$ cat config.mk
export PLATFORM = sky130hd
export DESIGN_NAME = syn_gpu_rand_arb_flat
export DESIGN_NICKNAME = d
export VERILOG_FILES = /design/src/rtl/syn_gpu_pkg.sv /design/src/rtl/syn_gpu_rand_arb_if.sv /design/src/rtl/syn_gpu_rr_arb.sv /design/src/rtl/syn_gpu_rand_arb.sv /design/src/flat_wrapper.sv
export SDC_FILE = /design/constraint.sdc
export NUM_CORES = 1
export LEC_CHECK = 0
export CAP_MARGIN = 20
export CELL_PAD_IN_SITES_DETAIL_PLACEMENT = 0
export CELL_PAD_IN_SITES_GLOBAL_PLACEMENT = 1
export CORE_MARGIN = 1.5
export CORE_UTILIZATION = 35
export CTS_BUF_LIST = sky130_fd_sc_hd__clkbuf_4
export CTS_CLUSTER_SIZE = 16
export DETAILED_ROUTE_END_ITERATION = 16
export GPL_TIMING_DRIVEN = 0
export PLACE_DENSITY = 0.94
export SYNTH_ARGS = -nofsm -noshare
export SYNTH_HDL_FRONTEND = slang
export SYNTH_HIERARCHICAL = 1
export SYNTH_SLANG_ARGS = --single-unit
$ cat constraint.sdc
create_clock -name clk_ir -period 9.9 [get_ports clk_ir]
set_clock_uncertainty 0.05 [all_clocks]
set_input_delay 0.99 -clock clk_ir [delete_from_list [all_inputs] [get_ports clk_ir]]
set_output_delay 0.99 -clock clk_ir [all_outputs]
set_load 0.005 [all_outputs]
$ cat src/rtl/syn_gpu_pkg.sv
// Shared mulberry-side GPU types: MID encoding plus the random-arbiter state
// enum and its default WAIT timeout.
package syn_gpu_pkg;

    typedef logic [3:0] mid_t;
    localparam mid_t MID_IDLE = 4'd0;

    typedef enum logic [1:0] {
        IDLE  = 2'd0,
        ISSUE = 2'd1,
        WAIT  = 2'd2
    } rand_arb_state_t;

    localparam int RAND_ARB_TIMEOUT_DEF = 64;

endpackage

$ cat src/rtl/syn_gpu_rand_arb_if.sv
// Requester and generator side signals of the shared random-number arbiter.
//
// Handshake: a requester raises req_valid with a stable req_mid and holds both
// until it sees its req_ack bit (a one-cycle pulse). It may drop req_valid on
// the cycle after that. The result comes back later as a one-cycle rsp_valid
// bit. rsp_data is meaningful only in that cycle. The generator takes a
// request on every cycle in which rand_req_mid != MID_IDLE. It answers by
// placing the same MID on rand_rsp_mid together with rand_rsp_data.
interface syn_gpu_rand_arb_if
    import syn_gpu_pkg::*;
#(
    parameter int P_NUM_REQ = 4,
    parameter int P_MID_W   = $bits(mid_t),
    parameter int P_DATA_W  = 32
);
    logic [P_NUM_REQ-1:0]         req_valid;
    logic [P_NUM_REQ*P_MID_W-1:0] req_mid;
    logic [P_NUM_REQ-1:0]         req_ack;
    logic [P_NUM_REQ-1:0]         rsp_valid;
    logic [P_DATA_W-1:0]          rsp_data;
    logic [P_MID_W-1:0]           rand_req_mid;
    logic                         rand_busy;
    logic [P_MID_W-1:0]           rand_rsp_mid;
    logic [P_DATA_W-1:0]          rand_rsp_data;
    logic                         err_timeout;
    logic                         err_bad_mid;

    modport slave (
        input  req_valid, req_mid, rand_busy, rand_rsp_mid, rand_rsp_data,
        output req_ack, rsp_valid, rsp_data, rand_req_mid, err_timeout, err_bad_mid
    );

    modport master (
        output req_valid, req_mid, rand_busy, rand_rsp_mid, rand_rsp_data,
        input  req_ack, rsp_valid, rsp_data, rand_req_mid, err_timeout, err_bad_mid
    );
endinterface

$ cat src/rtl/syn_gpu_rr_arb.sv
// Combinational round-robin pick: first set req bit at or above ptr, wrapping
// modulo P_NUM_REQ. Returns a one-hot grant and its index.
module syn_gpu_rr_arb #(
    parameter int P_NUM_REQ = 4,
    parameter int P_IDX_W   = $clog2(P_NUM_REQ)
) (
    input  logic [P_NUM_REQ-1:0] req,
    input  logic [P_IDX_W-1:0]   ptr,
    output logic [P_NUM_REQ-1:0] grant,
    output logic [P_IDX_W-1:0]   idx,
    output logic                 any
);
    logic           found;
    logic [P_IDX_W:0] k;

    assign any = |req;

    always_comb begin
        grant = '0;
        idx   = '0;
        found = 1'b0;
        k     = '0;
        for (int i = 0; i < P_NUM_REQ; i++) begin
            k = {1'b0, ptr} + (P_IDX_W + 1)'(i);
            if (k >= (P_IDX_W + 1)'(P_NUM_REQ)) begin
                k = k - (P_IDX_W + 1)'(P_NUM_REQ);
            end
            if (!found && req[k[P_IDX_W-1:0]]) begin
                found                   = 1'b1;
                grant[k[P_IDX_W-1:0]]   = 1'b1;
                idx                     = k[P_IDX_W-1:0];
            end
        end
    end
endmodule

$ cat src/rtl/syn_gpu_rand_arb.sv
// Round-robin sharing of the single PRBS31 generator between P_NUM_REQ GPU
// requesters: one outstanding generator transaction at a time, all outputs registered.
module syn_gpu_rand_arb
    import syn_gpu_pkg::*;
#(
    parameter int P_NUM_REQ = 4,
    parameter int P_MID_W   = $bits(mid_t),
    parameter int P_DATA_W  = 32,
    parameter int P_TIMEOUT = RAND_ARB_TIMEOUT_DEF
) (
    input  logic                           clk_ir,
    input  logic                           rst_sync,
    syn_gpu_rand_arb_if.slave              bus,
    output rand_arb_state_t                dbg_state,
    output logic [$clog2(P_NUM_REQ)-1:0]   dbg_rr_ptr
);
    localparam int IDX_W = $clog2(P_NUM_REQ);
    localparam int CNT_W = $clog2(P_TIMEOUT);
    localparam logic [P_MID_W-1:0] L_MID_IDLE = P_MID_W'(MID_IDLE);

    rand_arb_state_t        state, state_nxt;
    logic [IDX_W-1:0]       rr_ptr, rr_ptr_nxt;
    logic [IDX_W-1:0]       g_idx, g_idx_nxt;
    logic [P_MID_W-1:0]     lat_mid, lat_mid_nxt;
    logic [CNT_W-1:0]       cnt, cnt_nxt;
    logic [P_NUM_REQ-1:0]   ack_q, ack_nxt;
    logic [P_NUM_REQ-1:0]   rsp_valid_q, rsp_valid_nxt;
    logic [P_DATA_W-1:0]    rsp_data_q, rsp_data_nxt;
    logic [P_MID_W-1:0]     rand_req_q, rand_req_nxt;
    logic                   err_to_q, err_to_nxt;
    logic                   err_bad_q, err_bad_nxt;

    logic [P_NUM_REQ-1:0]   pick_grant;
    logic [IDX_W-1:0]       pick_idx;
    logic                   pick_any;
    logic [P_MID_W-1:0]     pick_mid;

    syn_gpu_rr_arb #(
        .P_NUM_REQ (P_NUM_REQ),
        .P_IDX_W   (IDX_W)
    ) u_rr_arb (
        .req   (bus.req_valid),
        .ptr   (rr_ptr),
        .grant (pick_grant),
        .idx   (pick_idx),
        .any   (pick_any)
    );

    assign pick_mid = bus.req_mid[int'(pick_idx) * P_MID_W +: P_MID_W];

    always_ff @(posedge clk_ir) begin
        if (rst_sync) begin
            state       <= IDLE;
            rr_ptr      <= '0;
            g_idx       <= '0;
            lat_mid     <= L_MID_IDLE;
            cnt         <= '0;
            ack_q       <= '0;
            rsp_valid_q <= '0;
            rsp_data_q  <= '0;
            rand_req_q  <= L_MID_IDLE;
            err_to_q    <= 1'b0;
            err_bad_q   <= 1'b0;
        end else begin
            state       <= state_nxt;
            rr_ptr      <= rr_ptr_nxt;
            g_idx       <= g_idx_nxt;
            lat_mid     <= lat_mid_nxt;
            cnt         <= cnt_nxt;
            ack_q       <= ack_nxt;
            rsp_valid_q <= rsp_valid_nxt;
            rsp_data_q  <= rsp_data_nxt;
            rand_req_q  <= rand_req_nxt;
            err_to_q    <= err_to_nxt;
            err_bad_q   <= err_bad_nxt;
        end
    end

    always_comb begin
        state_nxt     = state;
        rr_ptr_nxt    = rr_ptr;
        g_idx_nxt     = g_idx;
        lat_mid_nxt   = lat_mid;
        cnt_nxt       = cnt;
        ack_nxt       = '0;
        rsp_valid_nxt = '0;
        rsp_data_nxt  = '0;
        rand_req_nxt  = L_MID_IDLE;
        err_to_nxt    = 1'b0;
        err_bad_nxt   = 1'b0;

        case (state)
            IDLE: begin
                // Skip the cycle our own ack is visible so a requester still
                // holding req_valid then cannot be granted twice.
                if (!bus.rand_busy && pick_any && (ack_q == '0)) begin
                    ack_nxt     = pick_grant;
                    g_idx_nxt   = pick_idx;
                    lat_mid_nxt = pick_mid;
                    rr_ptr_nxt  = (pick_idx == IDX_W'(P_NUM_REQ - 1)) ? '0 : pick_idx + 1'b1;
                    if (pick_mid == L_MID_IDLE) begin
                        err_bad_nxt = 1'b1;
                    end else begin
                        rand_req_nxt = pick_mid;
                        state_nxt    = ISSUE;
                    end
                end
            end
            ISSUE: begin
                cnt_nxt   = '0;
                state_nxt = WAIT;
            end
            WAIT: begin
                // A match in the timeout cycle still delivers the response.
                if (bus.rand_rsp_mid == lat_mid) begin
                    rsp_valid_nxt[g_idx] = 1'b1;
                    rsp_data_nxt         = bus.rand_rsp_data;
                    state_nxt            = IDLE;
                end else if (cnt == CNT_W'(P_TIMEOUT - 1)) begin
                    err_to_nxt = 1'b1;
                    state_nxt  = IDLE;
                end else begin
                    cnt_nxt = cnt + 1'b1;
                end
            end
            default: state_nxt = IDLE;
        endcase
    end

    assign bus.req_ack      = ack_q;
    assign bus.rsp_valid    = rsp_valid_q;
    assign bus.rsp_data     = rsp_data_q;
    assign bus.rand_req_mid = rand_req_q;
    assign bus.err_timeout  = err_to_q;
    assign bus.err_bad_mid  = err_bad_q;
    assign dbg_state        = state;
    assign dbg_rr_ptr       = rr_ptr;
endmodule

$ cat src/flat_wrapper.sv
// flat-port wrapper written by rule: the top's interface ports become plain ports
module syn_gpu_rand_arb_flat import syn_gpu_pkg::*;
#(
    parameter int P_NUM_REQ = 4,
    parameter int P_MID_W   = $bits(mid_t),
    parameter int P_DATA_W  = 32,
    parameter int P_TIMEOUT = RAND_ARB_TIMEOUT_DEF
)
  (clk_ir, rst_sync, dbg_state, dbg_rr_ptr, bus_req_valid, bus_req_mid, bus_rand_busy, bus_rand_rsp_mid, bus_rand_rsp_data, bus_req_ack, bus_rsp_valid, bus_rsp_data, bus_rand_req_mid, bus_err_timeout, bus_err_bad_mid);
  syn_gpu_rand_arb_if #(.P_NUM_REQ(P_NUM_REQ), .P_MID_W(P_MID_W), .P_DATA_W(P_DATA_W)) bus_i ();
  input  logic clk_ir;
  input  logic rst_sync;
  output rand_arb_state_t dbg_state;
  output logic [$clog2(P_NUM_REQ)-1:0] dbg_rr_ptr;
  input wire logic [$bits(bus_i.req_valid)-1:0] bus_req_valid;
  input wire logic [$bits(bus_i.req_mid)-1:0] bus_req_mid;
  input wire logic [$bits(bus_i.rand_busy)-1:0] bus_rand_busy;
  input wire logic [$bits(bus_i.rand_rsp_mid)-1:0] bus_rand_rsp_mid;
  input wire logic [$bits(bus_i.rand_rsp_data)-1:0] bus_rand_rsp_data;
  output wire logic [$bits(bus_i.req_ack)-1:0] bus_req_ack;
  output wire logic [$bits(bus_i.rsp_valid)-1:0] bus_rsp_valid;
  output wire logic [$bits(bus_i.rsp_data)-1:0] bus_rsp_data;
  output wire logic [$bits(bus_i.rand_req_mid)-1:0] bus_rand_req_mid;
  output wire logic [$bits(bus_i.err_timeout)-1:0] bus_err_timeout;
  output wire logic [$bits(bus_i.err_bad_mid)-1:0] bus_err_bad_mid;
  assign bus_i.req_valid = bus_req_valid;
  assign bus_i.req_mid = bus_req_mid;
  assign bus_i.rand_busy = bus_rand_busy;
  assign bus_i.rand_rsp_mid = bus_rand_rsp_mid;
  assign bus_i.rand_rsp_data = bus_rand_rsp_data;
  assign bus_req_ack = bus_i.req_ack;
  assign bus_rsp_valid = bus_i.rsp_valid;
  assign bus_rsp_data = bus_i.rsp_data;
  assign bus_rand_req_mid = bus_i.rand_req_mid;
  assign bus_err_timeout = bus_i.err_timeout;
  assign bus_err_bad_mid = bus_i.err_bad_mid;
  syn_gpu_rand_arb #(.P_NUM_REQ(P_NUM_REQ), .P_MID_W(P_MID_W), .P_DATA_W(P_DATA_W), .P_TIMEOUT(P_TIMEOUT)) u_core (.clk_ir(clk_ir), .rst_sync(rst_sync), .bus(bus_i), .dbg_state(dbg_state), .dbg_rr_ptr(dbg_rr_ptr));
endmodule
==> results.json <==
{
  "status": "finished clean",
  "layout_worst_path_cycle_share_pct": 42.2,
  "slew_viol_final": 0,
  "power.density_nw_per_um2": 219,
  "crit_start": "bus_req_valid[3]",
  "crit_top_cell": "mux4_2",
  "hold_slack_ps": 431,
  "die_w_um": 90.3,
  "netlist_area_um2": 2670,
  "dieArea_um2": 8150,
  "final_cell_mix": "clkdlybuf4s50_1 (107), dfxtp_1 (62), and2_1 (39)",
  "numCtsBuffers": 9,
  "cts_tree": "yes",
  "crit_slowest_cell": "mux4_2",
  "drt-vias-per-instance": 4.57,
  "tns_ps": 0,
  "top_layer": "met4",
  "cts_num_sinks": 62,
  "hold_depth": 1,
  "fp-row-count": 31,
  "gp_congestion": 0.795,
  "async_flop_share_pct": 0,
  "syn_inst": 246,
  "clock.fmax_mhz": 240,
  "irDropWorstVdd_mv": 0.148,
  "path_cells": "clkdlybuf4s50_1 > mux4_2 > nor2b_4 > o21ai_2 > and3_4 > o22ai_1 > mux4_2 > or4_4 > nand2_2 > a21oi_2 > mux2i_1",
  "worst_ep_required_time_ps": 10130,
  "clock_latency_ps": 390,
  "dieHeight_um": 90.3,
  "grt_max_degree": 13,
  "end_kind": "flip-flop",
  "avgSynthCellArea_um2": 10.8,
  "cp-start-kind": "input pin",
  "crit-reg2reg-launch": "u_core/dbg_rr_ptr[1]",
  "clock_path_buffers": 2,
  "first_global_vias": 2055,
  "synth_edf_count": 0,
  "seq_area_frac_synth_pct": 46.6,
  "vias": 2141,
  "wl_per_cell_um": 12.7,
  "area_growth_pct": 50.1,
  "gr-usage-all-layers_pct": 15.0,
  "clk_pin_slew_ps": 100,
  "drc": 0,
  "fin_crit_ps": 4170,
  "min_path_type": "reg2reg",
  "dr.pass1.iters": 4,
  "grt_pass1_wl_mm": 9.56,
  "drive_gt1_share_pct": 11.4,
  "r2r_cells": 14,
  "wl_met1_mm": 2.54,
  "synth_cell_types": 49,
  "cts_root_buf": "clkbuf_4",
  "power_leakage_nw": 1.56,
  "portBuffers": 107,
  "coreArea_um2": 7290,
  "final_common_cell": "clkdlybuf4s50_1",
  "cap_violations": 0,
  "rsz0062_at_grt": "no",
  "diodes": 0,
  "h-tree-depth": 3,
  "synth_flop_cell": "dfxtp_1",
  "dpl.hpwl_mm": 4.64,
  "cp.arrival_ps": 4400,
  "place_inst": 452,
  "antenna_found_initial": 0,
  "ant_nets": 0,
  "grt_overflow_total": 0,
  "final_cells": 468,
  "setup_viol": 0,
  "crit_end": "u_core/dbg_state[1]",
  "crit_type": "in2reg",
  "path_delay_family": "multiplexers",
  "hold_violations": 0,
  "cts_resized": 0,
  "dr_wl_met2_mm": 2.99,
  "yosysWarnings": 6,
  "cts_setup_buffers": 0,
  "reg2reg_to": "u_core/dbg_state[1]",
  "wl_mm": 5.96,
  "dr_wl_met3_um": 323,
  "max-slew-margin-rel_pct": 59.1,
  "cp.depth": 11,
  "syn_nets": 316,
  "cp_num_buf_inv": 1,
  "slowest_delay_ps": 640,
  "cp_max_fo": 9,
  "ioPinCount": 109,
  "nNetsFinal": 434,
  "cts_hold_buf": 0,
  "synth-seq-cells": 62,
  "drt-initial-drc-count": 60,
  "initial_core_util_pct": 36.5,
  "ff2ff_setup_slack_ps": 5810,
  "worstMarginPinSlew_ps": 614
}
[cell families after synthesis]
family / synth area share, %
buf+inv: 3.71
mux: 12.3
fa+ha+maj: 5.16
compound gates: 7.37
xor+xnor: 1.31
simple gates: 23.6
flops: 46.6
[metrics by stage]
step	setup WS (ps)	total power, mW	utilization (%)	area (µm²)
final	5730	0.878	54.9	4000
after global routing	5600	0.943	54.9	4000
after CTS	5720	0.890	54.9	4000
after detailed placement	5290	0.713	52.9	3860
after global placement	5360	0.701	52.9	3860
after floorplan	6180	0.594	-	2670
[registers in the layout (all words and copies together) (netlist names)]
name / flops
u_core/bus.err_timeout: 1
u_core/cnt: 6
u_core/lat_mid: 4
u_core/bus.req_ack: 4
u_core/dbg_rr_ptr: 2
u_core/dbg_state: 2
u_core/g_idx: 2
u_core/bus.rsp_valid: 4
u_core/bus.err_bad_mid: 1
u_core/bus.rand_req_mid: 4
u_core/bus.rsp_data: 32
[metal layers]
layer	up-vias	global-route usage (%)
met1	978	17.1
met2	61	25.8
met3	9	5.22
met4	0	5.69
li1	1093	-
met5	-	0
[cells in the mapped netlist (2+ instances only)]
| cell type | number | area [µm²] |
|---|---|---|
| dfxtp_1 | 62 | 1240 |
| mux4_2 | 6 | 135 |
| nor2_1 | 11 | 41.3 |
| buf_6 | 2 | 22.5 |
| o21a_1 | 2 | 15.0 |
| nand3_1 | 5 | 25.0 |
| xor2_1 | 4 | 35.0 |
| and2_1 | 39 | 244 |
| ha_1 | 11 | 138 |
| mux4_1 | 2 | 52.6 |
| clkbuf_1 | 5 | 18.8 |
| buf_2 | 2 | 10.0 |
| inv_1 | 7 | 26.3 |
| or2b_2 | 4 | 35.0 |
| a21oi_1 | 4 | 20.0 |
| nand2b_1 | 4 | 25.0 |
| mux2i_1 | 14 | 140 |
| nand3b_1 | 3 | 22.5 |
| nand2_1 | 9 | 33.8 |
| o21ai_0 | 8 | 40.0 |
| nor3_1 | 5 | 25.0 |
| a22oi_1 | 8 | 60.1 |
| and3_1 | 3 | 18.8 |
[layout make-up]
cell class              count  area (µm²)
fillers                   675        3290
multi-input cells         166        1330
flip-flops and latches     62        1240
repair buffers            107        1070
well taps                  99         124
clock inverters             7        73.8
plain buffers              11        72.6
clock buffers               9        67.6
inverters                   7        26.3
[power breakdown]
group	leakage [nW]	internal, mW	switching [mW]
registers	0.501	0.276	0.0246
clock network	0.0662	0.0772	0.0969
logic	0.989	0.209	0.194
[worst min-delay path by stage]
stage,from,endpoint,slack [ps]
after floorplan,u_core/g_idx[1],u_core/bus.rsp_valid[1],380
after global placement,u_core/cnt[5],u_core/cnt[5],400
after detailed placement,u_core/cnt[5],u_core/cnt[5],420
after CTS,u_core/cnt[4],u_core/cnt[4],430
after global routing,u_core/g_idx[0],u_core/bus.rsp_valid[1],460
final,u_core/g_idx[1],u_core/bus.rsp_valid[1],430
[worst register-to-register path: cells and delay by family (launching register included)]
kind                     cells  cell delay (ps)
multiplexers                 3             1030
AO/OA/AOI/OAI                3              630
flip-flops                   1              460
adder cells (fa/ha/maj)      1              270
AND/OR/NAND/NOR              4             1050
buffers and inverters        3              500
Power figures use the tool's default switching activity.
